### src/rtl/mem_bus_pkg.sv
// Shared definitions for initiators on the Mem_rd/Mem_wr strobe bus:
// FSM encoding, default memory map and bus signalling constants.
package mem_bus_pkg;

  typedef enum logic [2:0] {
    ST_IDLE   = 3'd0,
    ST_SETUP  = 3'd1,
    ST_STROBE = 3'd2,
    ST_HOLD   = 3'd3,
    ST_RESP   = 3'd4
  } mem_state_e;

  localparam logic [31:0] DEFAULT_BASE_ADDR = 32'h1000_0000;
  localparam int unsigned DEFAULT_NUM_REGS  = 3;
  localparam logic        STROBE_ACTIVE     = 1'b0;
  localparam logic        STROBE_IDLE       = 1'b1;
  localparam int unsigned WORD_STRIDE       = 4;

endpackage

### src/rtl/mem_addr_check.sv
// Combinational legality decode for a word-addressed window on the strobe bus.
// The upper bound is formed in 33 bits so a window ending at 4 GiB cannot wrap.
module mem_addr_check
  import mem_bus_pkg::*;
#(
  parameter logic [31:0] BASE_ADDR = DEFAULT_BASE_ADDR,
  parameter int unsigned NUM_REGS  = DEFAULT_NUM_REGS
) (
  input  logic [31:0] addr,
  output logic        legal
);

  localparam logic [32:0] LO_BOUND = {1'b0, BASE_ADDR};
  localparam logic [32:0] HI_BOUND = LO_BOUND + 33'(NUM_REGS) * 33'(WORD_STRIDE);

  logic [32:0] addr_ext_s;

  assign addr_ext_s = {1'b0, addr};

  // aligned and inside [LO_BOUND, HI_BOUND)
  always_comb begin
    legal = 1'b0;
    if ((addr[1:0] == 2'b00) && (addr_ext_s >= LO_BOUND) && (addr_ext_s < HI_BOUND)) begin
      legal = 1'b1;
    end else begin
      legal = 1'b0;
    end
  end

endmodule

### src/rtl/mem_master.sv
// Single-outstanding bus initiator: latches a core request, runs a
// SETUP/STROBE/HOLD strobe sequence and returns a one-cycle response.
module mem_master
  import mem_bus_pkg::*;
#(
  parameter logic [31:0] BASE_ADDR = DEFAULT_BASE_ADDR,
  parameter int unsigned NUM_REGS  = DEFAULT_NUM_REGS
) (
  input  logic        clk,
  input  logic        rst,
  input  logic        req_valid,
  output logic        req_ready,
  input  logic        req_we,
  input  logic [31:0] req_addr,
  input  logic [31:0] req_wdata,
  output logic        rsp_valid,
  output logic [31:0] rsp_rdata,
  output logic        rsp_err,
  output logic        Mem_rd,
  output logic        Mem_wr,
  output logic [31:0] Dir_Mem,
  output logic [31:0] Dato_Mem_in,
  input  logic [31:0] Dato_Mem_out
);

  mem_state_e  state_r, state_nxt_s;
  logic        we_r;
  logic [31:0] addr_r, wdata_r;
  logic        legal_s, accept_s;
  logic        cur_we_s;
  logic [31:0] cur_addr_s, cur_wdata_s;
  logic        in_window_s, strobing_s;
  logic        ready_nxt_s, rsp_valid_nxt_s, rsp_err_nxt_s, rd_nxt_s, wr_nxt_s;
  logic [31:0] rdata_nxt_s, dir_nxt_s, dato_nxt_s;

  mem_addr_check #(
    .BASE_ADDR (BASE_ADDR),
    .NUM_REGS  (NUM_REGS)
  ) u_addr_check (
    .addr  (req_addr),
    .legal (legal_s)
  );

  assign accept_s = (state_r == ST_IDLE) && req_valid;

  // next-state decode
  always_comb begin
    state_nxt_s = state_r;
    case (state_r)
      ST_IDLE: begin
        if (req_valid) begin
          state_nxt_s = legal_s ? ST_SETUP : ST_RESP;
        end else begin
          state_nxt_s = ST_IDLE;
        end
      end
      ST_SETUP:  state_nxt_s = ST_STROBE;
      ST_STROBE: state_nxt_s = ST_HOLD;
      ST_HOLD:   state_nxt_s = ST_RESP;
      ST_RESP:   state_nxt_s = ST_IDLE;
      default:   state_nxt_s = ST_IDLE;
    endcase
  end

  // next values for the registered bus and response outputs, keyed on the state being entered
  always_comb begin
    cur_we_s        = (state_r == ST_IDLE) ? req_we    : we_r;
    cur_addr_s      = (state_r == ST_IDLE) ? req_addr  : addr_r;
    cur_wdata_s     = (state_r == ST_IDLE) ? req_wdata : wdata_r;
    in_window_s     = state_nxt_s inside {ST_SETUP, ST_STROBE, ST_HOLD};
    strobing_s      = state_nxt_s inside {ST_STROBE, ST_HOLD};
    ready_nxt_s     = (state_nxt_s == ST_IDLE);
    rsp_valid_nxt_s = (state_nxt_s == ST_RESP);
    rsp_err_nxt_s   = accept_s && (state_nxt_s == ST_RESP);
    dir_nxt_s       = in_window_s ? cur_addr_s : 32'h0000_0000;
    dato_nxt_s      = (in_window_s && cur_we_s) ? cur_wdata_s : 32'h0000_0000;
    rd_nxt_s        = (strobing_s && !cur_we_s) ? STROBE_ACTIVE : STROBE_IDLE;
    wr_nxt_s        = (strobing_s && cur_we_s)  ? STROBE_ACTIVE : STROBE_IDLE;
    if ((state_r == ST_HOLD) && !we_r) begin
      rdata_nxt_s = Dato_Mem_out;
    end else begin
      rdata_nxt_s = 32'h0000_0000;
    end
  end

  // state register and request latch
  always_ff @(posedge clk or posedge rst) begin
    if (rst) begin
      state_r <= ST_IDLE;
      we_r    <= 1'b0;
      addr_r  <= 32'h0000_0000;
      wdata_r <= 32'h0000_0000;
    end else begin
      state_r <= state_nxt_s;
      if (accept_s) begin
        we_r    <= req_we;
        addr_r  <= req_addr;
        wdata_r <= req_wdata;
      end
    end
  end

  // registered outputs; reset forces strobes inactive immediately
  always_ff @(posedge clk or posedge rst) begin
    if (rst) begin
      req_ready   <= 1'b1;
      rsp_valid   <= 1'b0;
      rsp_err     <= 1'b0;
      rsp_rdata   <= 32'h0000_0000;
      Mem_rd      <= STROBE_IDLE;
      Mem_wr      <= STROBE_IDLE;
      Dir_Mem     <= 32'h0000_0000;
      Dato_Mem_in <= 32'h0000_0000;
    end else begin
      req_ready   <= ready_nxt_s;
      rsp_valid   <= rsp_valid_nxt_s;
      rsp_err     <= rsp_err_nxt_s;
      rsp_rdata   <= rdata_nxt_s;
      Mem_rd      <= rd_nxt_s;
      Mem_wr      <= wr_nxt_s;
      Dir_Mem     <= dir_nxt_s;
      Dato_Mem_in <= dato_nxt_s;
    end
  end

endmodule

### config.mk
export PLATFORM = sky130hd
export DESIGN_NAME = mem_master
export DESIGN_NICKNAME = d
export VERILOG_FILES = /design/src/rtl/mem_bus_pkg.sv /design/src/rtl/mem_addr_check.sv /design/src/rtl/mem_master.sv
export SDC_FILE = /design/constraint.sdc
export NUM_CORES = 1
export LEC_CHECK = 0
export ABC_AREA = 1
export BUFFER_PORTS_ARGS = -buffer_cell sky130_fd_sc_hd__buf_2
export CORE_MARGIN = 5
export CORE_UTILIZATION = 40
export DETAILED_ROUTE_END_ITERATION = 6
export GPL_TIMING_DRIVEN = 0
export PLACE_DENSITY = 0.71
export SLEW_MARGIN = 0
export SYNTH_ARGS = -nofsm -noshare
export SYNTH_HDL_FRONTEND = slang
export SYNTH_SLANG_ARGS = --single-unit
### constraint.sdc
create_clock -name clk -period 5.8 [get_ports clk]
set_clock_uncertainty 0.2 [all_clocks]
set_input_delay 0.87 -clock clk [delete_from_list [all_inputs] [get_ports clk]]
set_output_delay 0.87 -clock clk [all_outputs]
set_load 0.02 [all_outputs]
==> Word-level counts from Yosys, hierarchy flattened <==
Index checks and enable logic that the tools add are counted.
{ "totals": {"register_bits": 169, "input_bits": 100} }
{ "classes": {"mux": 12, "eq_ne": 7, "order_cmp": 2, "reduce_logical": 15} }
{ "op_table": {"columns": ["cell", "count"], "rows": [
  ["$mux 32", 5],
  ["$ge 32x29->1 const B", 1],
  ["$lt 32x29->1 const B", 1],
  ["$eq 3x2->1 const B", 4],
  ["$pmux 3 s4", 1],
  ["$logic_and 1x1->1", 8],
  ["$eq 3x1->1 const B", 2],
  ["$logic_not 3->1", 2],
  ["$mux 3", 2],
  ["$mux 1", 4],
  ["$eq 3x3->1 const B", 1],
  ["$reduce_bool 3->1", 1],
  ["$logic_not 1->1", 2],
  ["$logic_not 2->1", 1],
  ["$reduce_bool 2->1", 1]
]} }

==> Depth between registers and ports, before layout <==
{ "logic_depth": {"ltp_word": 11, "mapped_depth": 13, "depth_no_buf": 12} }

==> By module <==
Synthesis repeated with hierarchy kept, for this count alone.
{ "hier_totals": {"hier_cells": 754, "area_unflattened_um2": 6682.7} }
{ "modules_own_cells": {"columns": ["mod", "area_per_inst_um2", "seq_area_each_um2", "instances", "cells_each"], "rows": [
  ["mem_master", 6562.5, 4232.8, 1, 722],
  ["mem_addr_check", 120.1, 0.0, 1, 32]
]} }

==> Least setup slack after synthesis <==
No wires, ideal clock.
{ "synth_path": {"path_kind": "input -> register", "start": "input req_addr[8]", "end": "register Dato_Mem_in[10]", "n_path_buf": 1, "setup_slack_ns": 3.655, "path_stages": 12, "arrival_ns": 1.877, "cell_sequence": "nor2_1 > nand2_1 > nor2_1 > nand2_1 > nor2_4 > nand2_2 > nand2_2 > nand2_4 > nand2_4 > nand2_4 > buf_12 > nor2_4"} }
{ "synth_via": {"elab_chain_len": 11} }
{ "synth_rtl": {"columns": ["item", "line_no", "source"], "rows": [
  ["start, declared", "mem_master.sv:14", "input logic [31:0] req_addr,"],
  ["$ge 32x29->1", "mem_addr_check.sv:23", "if ((addr[1:0] == 2'b00) && (addr_ext_s >= LO_BOUND) && (addr_ext_s < HI_BOUND)) begin"],
  ["$logic_and 1x1->1", "mem_addr_check.sv:23", null],
  ["$logic_and 1x1->1 *", "mem_addr_check.sv:23", null],
  ["$mux 1 *", "mem_addr_check.sv:23", null],
  ["$mux 3 *", "mem_master.sv:52", "state_nxt_s = legal_s ? ST_SETUP : ST_RESP;"],
  ["$mux 3 *", "mem_master.sv:51", "if (req_valid) begin"],
  ["$pmux 3 s4 *", "mem_master.sv:49", "case (state_r)"],
  ["$eq 3x1->1 or $eq 3x2->1 (tied branches)", "mem_master.sv:70", "in_window_s = state_nxt_s inside {ST_SETUP, ST_STROBE, ST_HOLD};"],
  ["$reduce_bool 3->1 *", "mem_master.sv:70", null],
  ["$logic_and 1x1->1 *", "mem_master.sv:76", "dato_nxt_s = (in_window_s && cur_we_s) ? cur_wdata_s : 32'h0000_0000;"],
  ["$mux 32 *", "mem_master.sv:76", null],
  ["net dato_nxt_s[10]", "mem_master.sv:34", "logic [31:0] rdata_nxt_s, dir_nxt_s, dato_nxt_s;"],
  ["end signal, assigned", "mem_master.sv:122", "Dato_Mem_in <= dato_nxt_s;"],
  ["end, declared", "mem_master.sv:22", "output logic [31:0] Dato_Mem_in,"]
]} }
The timed path passes the listed nets; every way through them passes the cells marked *.
A chain may end at the register's enable or synchronous reset.

==> Final worst setup path <==
{ "layout_path": {"start": "register req_ready", "end": "output req_ready"} }
{ "layout_rtl": {"columns": ["item", "line_no", "source"], "rows": [
  ["start, declared", "mem_master.sv:12", "output logic req_ready,"],
  ["start signal, assigned", "mem_master.sv:115", "req_ready <= ready_nxt_s;"]
]} }
No word-level cell between the ends.

==> out/results.tsv <==
metric	value	unit
status	complete, no violations	
Synth cell types	20	
Reg power frac	46.8	%
wire per inst	14.24	µm
Critical Path Stages	1	
pwr/cell area	305.0	nW/µm²
Crit Path Class	flip-flop to primary output	
IO Pins	201	
FILL cells	1568	
Synth Flop Type	dfrtp_1	
largest net degree at the start of global routing	115	
r2r startpoint	state_r[0]	
critical path fanouts, max	1	
htree depth	4	
Max Buffers Root-to-Sink	2	
cell taking the most area after synthesis	dfrtp_1	
clk sinks	169	
Slew Limit Fails	0	
total core area	17180	µm²
Seq/Total Area, Yosys	60.78	%
Gates resized, CTS repair	0	
clock power share	44.3	%
Synth top area share	59.65	%
first-pass GRT wire length	27.93	mm
Slowest cell on crit path	dfstp_2	
slowest stage delay, CP	0.54	ns
RSZ-0062 raised after global routing	no	
count leader, synth	nand2_1	
HP Class	primary input to async pin	
Logic pwr share	8.9	%
cell family with most CP delay	flip-flops	
Area Overhead vs Synth	28.08	%
DP HPWL	12.23	mm
synthesized instance count	749	
Worst R2R Path Depth	8	
Clock Latency Late Sink	0.41	ns
fin nets	1069	
required time of the critical path	4.73	ns
die area	20150	µm²
global route overflow	0	
Syn Nets	849	
Yosys reg bits	169	
crit path DAT	1.11	ns
P_int	2.052	mW
average cell area after synthesis	9.298	µm²
Initial Utilization	40.54	%
Worst Slack Setup Final	3.622	ns
Sw Pwr	0.6693	mW
DR iter-0 viols	269	
clk slew on worst S/H paths	0.07	ns
peak supply drop	188.8	µV
CTS Hold Buffers Added	0	
vias in the first global route	5404	
Via Count	5488	
Placement Setup Slack	3.217	ns
CP Launch Type	flip-flop	
P_leak	5.077	nW
setup bufs post-CTS	0	
R2R Setup Slk	3.81	ns
Std-Cell Rows	48	
Remaining DRCs	0	
die width	142.0	µm
GR Util All Layers	17.47	%
Routed WL	17.20	mm
final period utilization	37.55	%
CP Buf/Inv Count	1	
Sw Ratio	24.60	%
Fmax	459.2	MHz
# port buffers	200	
Slew @ Worst Pin	0.6283	ns
Cell Area, Synth	6964	µm²
Num CTS Buffers	17	
Root Buffer	clkbuf_16	
Post-synth top cells	nand2_1, dfrtp_1, inv_1	
DRT antenna net count	0	
TritonCTS clock tree	yes	
Tmin final	2.178	ns
max-cap violations	0	
initial antenna violation count	1	
die height	142.0	µm
Final Core Density	51.93	%
EDFF count, synth	0	
Synth area leaders	dfrtp_1, nand2_1, inv_1, nor2_4, o21ai_0	
critical path cell sequence	buf_2	
DR vias/cell	4.543	
critical path endpoint category	primary output	
Yosys Warn Count	0	
Slew HR	58.11	%
share of layout cells above drive strength 1	30.14	%
GPL Wtd Cong	0.7945	
R2R Path End	addr_r[16]	
drt first pass iters	4	
Async S/R FF share, synth	100.0	%
Hold Vio Cnt, Final	0	
Final setup viols	0	
-- worst max-delay path by stage --
stage / start / to / slack (ns)
after global placement: rst / Dir_Mem[22] / -1.80
after CTS: req_ready / req_ready / 3.60
after detailed placement: req_addr[0] / Dir_Mem[27] / 3.22
after global routing: req_addr[22] / Dir_Mem[27] / 3.51
final: req_ready / req_ready / 3.62
after floorplan: rst / Dato_Mem_in[0] / 0.16
-- placed cells by master, fill, tap and decap left out, drive strengths merged --
cell type,count
clkinvlp,2
buf,216
nor2,89
inv,111
a22oi,32
o22ai,3
nand4,1
nand2,244
o21ai,66
dfrtp,166
clkinv,4
or2,1
dfstp,3
clkbuf,40
diode,1
bufinv,4
-- metrics by stage --
step / power [mW] / hold WS (ns) / instances / area (µm²) / TNS, ns
floorplan: 1.444 / 0.2422 / 749 / 6964 / 0
global placement: 1.528 / 0.2530 / 1174 / 8247 / -295.94
detailed placement: 1.539 / 0.2583 / 1175 / 8282 / 0
CTS: 2.760 / 0.2631 / 1207 / 8917 / 0
global route: 2.849 / 0.2786 / 1208 / 8920 / 0
finish: 2.721 / 0.2669 / 1208 / 8920 / 0
-- flip-flops by register name, indices dropped and copies added, names as in the netlist --
signal,count
state_r,3
rsp_valid,1
rsp_rdata,32
we_r,1
rsp_err,1
Mem_wr,1
req_ready,1
Mem_rd,1
Dato_Mem_in,32
Dir_Mem,32
addr_r,32
wdata_r,32
-- logic make-up after synthesis --
kind of cell / count (synthesis) / synth area share (%)
simple gates: 335 / 22.04
compound gates: 101 / 8.516
buf+inv: 144 / 8.660
flops: 169 / 60.78
-- layer usage --
| layer | wire [µm] | up-vias | track usage (%) |
|---|---|---|---|
| met4 | 352 | 0 | 5.707 |
| met5 | 0 | - | 0 |
| met3 | 1042 | 23 | 3.864 |
| met2 | 8211 | 182 | 28.26 |
| li1 | - | 2710 | - |
| met1 | 7595 | 2573 | 23.58 |
-- layout make-up --
class,count,area (µm²),share of cell area (%)
inverter,106,405.4,4.545
timing repair buffer,201,1028,11.53
sequential,169,4233,47.45
buffer,38,205.2,2.300
antenna,1,2.502,0.02805
clock inverter,15,210.2,2.357
clock buffer,17,425.4,4.769
tap,225,281.5,3.156
multi-input combinational,436,2128,23.86
-- power groups by stage --
stage / Clock [mW] / Sequential, mW / Combinational [mW]
floorplan: 0 / 1.29 / 0.156
global placement: 0 / 1.29 / 0.238
detailed placement: 0 / 1.29 / 0.247
CTS: 1.24 / 1.27 / 0.247
global route: 1.29 / 1.28 / 0.282
finish: 1.21 / 1.27 / 0.243
No activity file was read; power rests on OpenSTA's default activity.
